`config.mk`:
```
export PLATFORM = sky130hd
export DESIGN_NAME = fb_pixel_writer
export DESIGN_NICKNAME = d
export VERILOG_FILES = /design/src/rtl/fb_pixel_writer.sv
export SDC_FILE = /design/constraint.sdc
export NUM_CORES = 1
export LEC_CHECK = 0
export CORE_MARGIN = 2
export CORE_UTILIZATION = 60
export CTS_CLUSTER_SIZE = 28
export DETAILED_ROUTE_END_ITERATION = 16
export GPL_TIMING_DRIVEN = 1
export PLACE_DENSITY = 0.92
export SETUP_SLACK_MARGIN = 0.02
export SLEW_MARGIN = 5
export SYNTH_ARGS = -nofsm -noshare
export SYNTH_HDL_FRONTEND = slang
export SYNTH_SLANG_ARGS = --single-unit
```
`constraint.sdc`:
```
create_clock -name clock -period 14.6 [get_ports clock]
set_input_delay 2.92 -clock clock [delete_from_list [all_inputs] [get_ports clock]]
set_output_delay 2.92 -clock clock [all_outputs]
set_load 0.05 [all_outputs]
```
`src/rtl/fb_pixel_writer.sv`:
```
// Frame-buffer pixel writer: queues rasterizer pixels, bounds-checks them against the
// frame buffer and commits in-range ones through a stallable word-write master.
module fb_pixel_writer #(
  parameter int DEPTH     = 16,
  parameter int FB_PIXELS = 307200
) (
  input  logic        clock,
  input  logic        reset,
  input  logic [25:0] fb_base,
  input  logic        pix_valid,
  output logic        pix_ready,
  input  logic [25:0] pix_addr,
  input  logic [31:0] pix_color,
  input  logic        pix_last,
  output logic        mem_write,
  output logic [25:0] mem_address,
  output logic [31:0] mem_writedata,
  output logic [3:0]  mem_byteenable,
  input  logic        mem_waitrequest,
  output logic        tri_done,
  output logic        busy,
  input  logic        stats_clear,
  output logic [31:0] write_count,
  output logic [31:0] drop_count
);
  localparam int AW = $clog2(DEPTH);
  localparam logic [AW:0] FULL_COUNT = (AW+1)'(DEPTH);
  localparam logic [25:0] FB_LIMIT   = 26'(FB_PIXELS);

  typedef enum logic {ST_EMPTY, ST_HOLD} stage_t;

  logic [58:0]   fifo_mem [DEPTH];
  logic [AW-1:0] wr_ptr_reg, rd_ptr_reg;
  logic [AW:0]   count_reg, count_next;
  logic          ready_reg;
  stage_t        state_reg;
  logic          hold_last_reg, drop_pend_reg, tri_done_reg;
  logic [25:0]   addr_reg;
  logic [31:0]   data_reg;
  logic [31:0]   write_count_reg, drop_count_reg;

  logic          push, pop, write_done, fifo_empty, head_in_range, head_drop;
  logic [58:0]   head;
  logic [25:0]   head_offset;

  assign push        = pix_valid && ready_reg;
  assign fifo_empty  = (count_reg == '0);
  assign write_done  = (state_reg == ST_HOLD) && !mem_waitrequest;
  assign pop         = !fifo_empty && ((state_reg == ST_EMPTY) || write_done);
  assign count_next  = count_reg + (AW+1)'(push) - (AW+1)'(pop);

  // Head is read combinationally so a pop can load the output stage in the same cycle.
  assign head          = fifo_mem[rd_ptr_reg];
  assign head_offset   = head[57:32] - fb_base;
  assign head_in_range = (head_offset < FB_LIMIT);
  assign head_drop     = pop && !head_in_range;

  always_ff @(posedge clock) begin
    if (push) fifo_mem[wr_ptr_reg] <= {pix_last, pix_addr, pix_color};
  end

  always_ff @(posedge clock or negedge reset) begin
    if (!reset) begin
      wr_ptr_reg      <= '0;
      rd_ptr_reg      <= '0;
      count_reg       <= '0;
      ready_reg       <= 1'b0;
      state_reg       <= ST_EMPTY;
      hold_last_reg   <= 1'b0;
      drop_pend_reg   <= 1'b0;
      tri_done_reg    <= 1'b0;
      addr_reg        <= '0;
      data_reg        <= '0;
      write_count_reg <= '0;
      drop_count_reg  <= '0;
    end else begin
      if (push) wr_ptr_reg <= wr_ptr_reg + AW'(1);
      if (pop)  rd_ptr_reg <= rd_ptr_reg + AW'(1);
      count_reg <= count_next;
      // Ready depends only on next-cycle occupancy, so a full FIFO never accepts on a pop.
      ready_reg <= (count_next != FULL_COUNT);

      if (pop && head_in_range) begin
        state_reg     <= ST_HOLD;
        addr_reg      <= head[57:32];
        data_reg      <= head[31:0];
        hold_last_reg <= head[58];
      end else if (write_done || head_drop) begin
        state_reg <= ST_EMPTY;
      end

      drop_pend_reg <= head_drop;
      tri_done_reg  <= (write_done && hold_last_reg) || (head_drop && head[58]);

      if (stats_clear)     write_count_reg <= '0;
      else if (write_done) write_count_reg <= write_count_reg + 32'd1;

      if (stats_clear)     drop_count_reg <= '0;
      else if (head_drop)  drop_count_reg <= drop_count_reg + 32'd1;
    end
  end

  assign pix_ready      = ready_reg;
  assign mem_write      = (state_reg == ST_HOLD);
  assign mem_address    = addr_reg;
  assign mem_writedata  = data_reg;
  assign mem_byteenable = mem_write ? 4'hF : 4'h0;
  assign tri_done       = tri_done_reg;
  assign busy           = !fifo_empty || (state_reg == ST_HOLD) || drop_pend_reg;
  assign write_count    = write_count_reg;
  assign drop_count     = drop_count_reg;
endmodule
```
==> results.toml <==
[status]
status = "finished clean"

[timing]
fin_crit_sh_pct = 50.55
worst_clock_skew_ps = 31.65
rsz0062_at_grt = "no"
fmax_ghz = 0.1355
hold_viol = 0
setup_violations = 0
slew_violations = 0
max_slew_margin_pct = 20.71
worstMarginPinSlew_ps = 1189
fin_ws_ps = 7220
tns_ps = 0
fin_crit_ps = 7380

[clocking]
post_cts_buffers = 0
cts_made_buffers = 103
clk_latency_ps = 670
clockBufferDepth = 3
clk_pin_slew_ps = 60
root_buffer = "clkbuf_16"
ctsHoldBuffers = 0
cts_tree = "yes"
cts.sinks = 1084
cts_htree_levels = 3
cts_resized = 0

[critical_path]
r2r_end = "mem_writedata[3]"
worstSetupPathType = "reg -> reg"
worstPathArrival_ps = 7900
critical_path_required_ps = 15120
start_kind = "flop"
cp_slowest_cell = "dfrtp_4"
critical_path_buf_inv_count = 2
regToRegSetupSlack_ps = 7220
cp-end-kind = "flop"
path_common_cell = "mux4_2"
crit_chain = "buf_12, mux4_2, mux4_2, ha_1, a21oi_1, o21ai_0, a221oi_1, nand4_1, a211o_1, and3_1, nor4_2, and4_1, nand3_4, buf_4, mux2_1"
path_max_fanout = 124
reg2reg_from = "rd_ptr_reg[0]"
critPathTopFamily = "multiplexers"
slowest_delay_ps = 910
r2r_cells = 15

[hold_path]
min_path_type = "reg -> reg"
whs_path_depth = 1
hold_path_end = "mem_address[18]"
min_from = "mem_address[18]"

[synth]
synth_common_cells = "944 x edfxtp_1, 293 x mux4_2, 140 x dfrtp_1"
synth_top_area_share_pct = 65.72
synth_edf_count = 944
synth_area_sq_um = 43140
synth_top_cell_by_area = "edfxtp_1"
syn_nets = 2231
synth-seq-cells = 1084
yosysWarnings = 0
synthArstFlopShare_pct = 12.92
synth.avg_cell_area_sq_um = 20.51
synth.distinct_cells = 65
synth_area_leaders = "edfxtp_1 66%, mux4_2 15%, dfrtp_1 8.1%"
syn_inst = 2103
synth_ff_type = "edfxtp_1"
yosysSeqAreaShare_pct = 73.84
yosysMostFrequentCell = "edfxtp_1"

[power_and_ir_drop]
power_density_nw_per_um2 = 206.7
irDropWorstVdd_mv = 0.1760
p_total_mw = 10.31
p_leak_nw = 16.78

[floorplan]
placementRows = 98
core_sq_um = 71360
chipHeight_um = 272.1
die_w_um = 272.1
io_pins = 220
fp.dieArea_sq_um = 74050
initial_utilization_pct = 60.44

[global_route]
grt_remaining_overflow = 0
grt_pass1_vias = 24050
grt_pass1_wl_um = 164900
grtUsageTotal_pct = 31.13
grt_max_degree = 147
antenna_found_initial = 12

[layout]
largest-register = "fifo_mem"
synthToLayoutAreaGrowth_pct = 15.59
num-fill-cells = 3995
largest_register_ffs = 944
finalNetCount = 2487
layout-drive-gt1-share_pct = 22.73

[routing]
routed_via_density = 6.794
drc_errors = 0
wl_um = 113300
post_drt_wl_per_cell_um = 33.27
vias = 23130
dr.pass1.iters = 5
drtAntennaViolNets = 0
drt-met1-wl_um = 40020
maxUsedRoutingLayer = "met5"
drtIter0Drc = 3243
dr_wl_met2_um = 58110
wl_met3_um = 10900

[placed_design]
place_ws_ps = 7082
hpwl_um = 58220
io_buffer_count = 219
place_congestion = 0.8887

[flow_run]
drv_cap = 0
cell usage in the layout (no fill, tap or decap), drive strengths merged, types with 6 or more instances in the layout:
cell / n
bufinv: 13
mux2: 69
nand3: 37
mux2i: 6
and3: 23
o21ai: 21
or3: 11
buf: 30
diode: 9
xnor2: 26
ha: 37
mux4: 293
nor3: 6
a21o: 17
nand4: 21
nand3b: 6
clkdlybuf4s50: 217
edfxtp: 944
clkinv: 37
clkbuf: 136
and2: 17
a211oi: 8
dfrtp: 140
nor2b: 10
xor2: 24
a21oi: 49
inv: 48
nand2: 65
nor2: 67
layout make-up:
type                            count  area (sq um)  area share, %
Multi-Input combinational cell    876         10750          21.56
Antenna cell                        9         22.52        0.04517
Inverter                           47         176.4         0.3538
Sequential cell                  1084         31860          63.90
Clock buffer                      136          2761          5.538
Clock inverter                     56         676.9          1.358
Timing Repair Buffer              247          2424          4.861
Tap cell                          950          1189          2.384
metrics by stage:
stage	instance area (sq um)	cells	util, %	hold slack, ps
4_1_cts	49840	3396	69.84	495.4
3_5_place_dp	46400	3204	65.02	481.2
2_1_floorplan	43140	2103	-	467.4
5_1_grt	49860	3403	69.86	508.5
3_3_place_gp	46400	3204	65.02	478.2
6_report	49860	3405	69.87	490.6
power breakdown:
group	switching [mW]	internal [mW]	total (mW)
Sequential	0.238	3.76	4.00
Combinational	2.06	1.50	3.56
Clock	1.18	1.57	2.75
layer usage:
layer | vias up | global-route usage [%]
met5 | - | 0
met4 | 8 | 12.52
met3 | 299 | 6.004
met2 | 1718 | 52.61
met1 | 11970 | 40.41
li1 | 9142 | -
worst max path at each step:
stage | start | endpoint | slack, ps | cells past startpoint
detailed placement | fb_base[6] | mem_address[5] | 7080 | 14
floorplan | fb_base[12] | drop_count[6] | 8650 | 16
CTS | rd_ptr_reg[2] | mem_address[5] | 7320 | 14
global route | rd_ptr_reg[0] | mem_address[5] | 7000 | 15
finish | rd_ptr_reg[0] | mem_writedata[3] | 7220 | 15
global placement | fb_base[8] | mem_writedata[3] | 7240 | 14
logic make-up (layout without fill, tap and decap cells):
family / after synthesis / in the layout / synth area share [%]
AOI/OAI and AO/OA: 138 / 138 / 2.176
muxes: 368 / 368 / 17.24
DFF: 1084 / 1084 / 73.84
and+or+nand+nor: 282 / 282 / 3.286
xor gates and xnor gates: 50 / 50 / 1.015
buffers and inverters: 143 / 486 / 1.326
other: 0 / 9 / 0
adders and majority gates: 38 / 38 / 1.120
No activity file was read; power rests on OpenSTA's default activity.
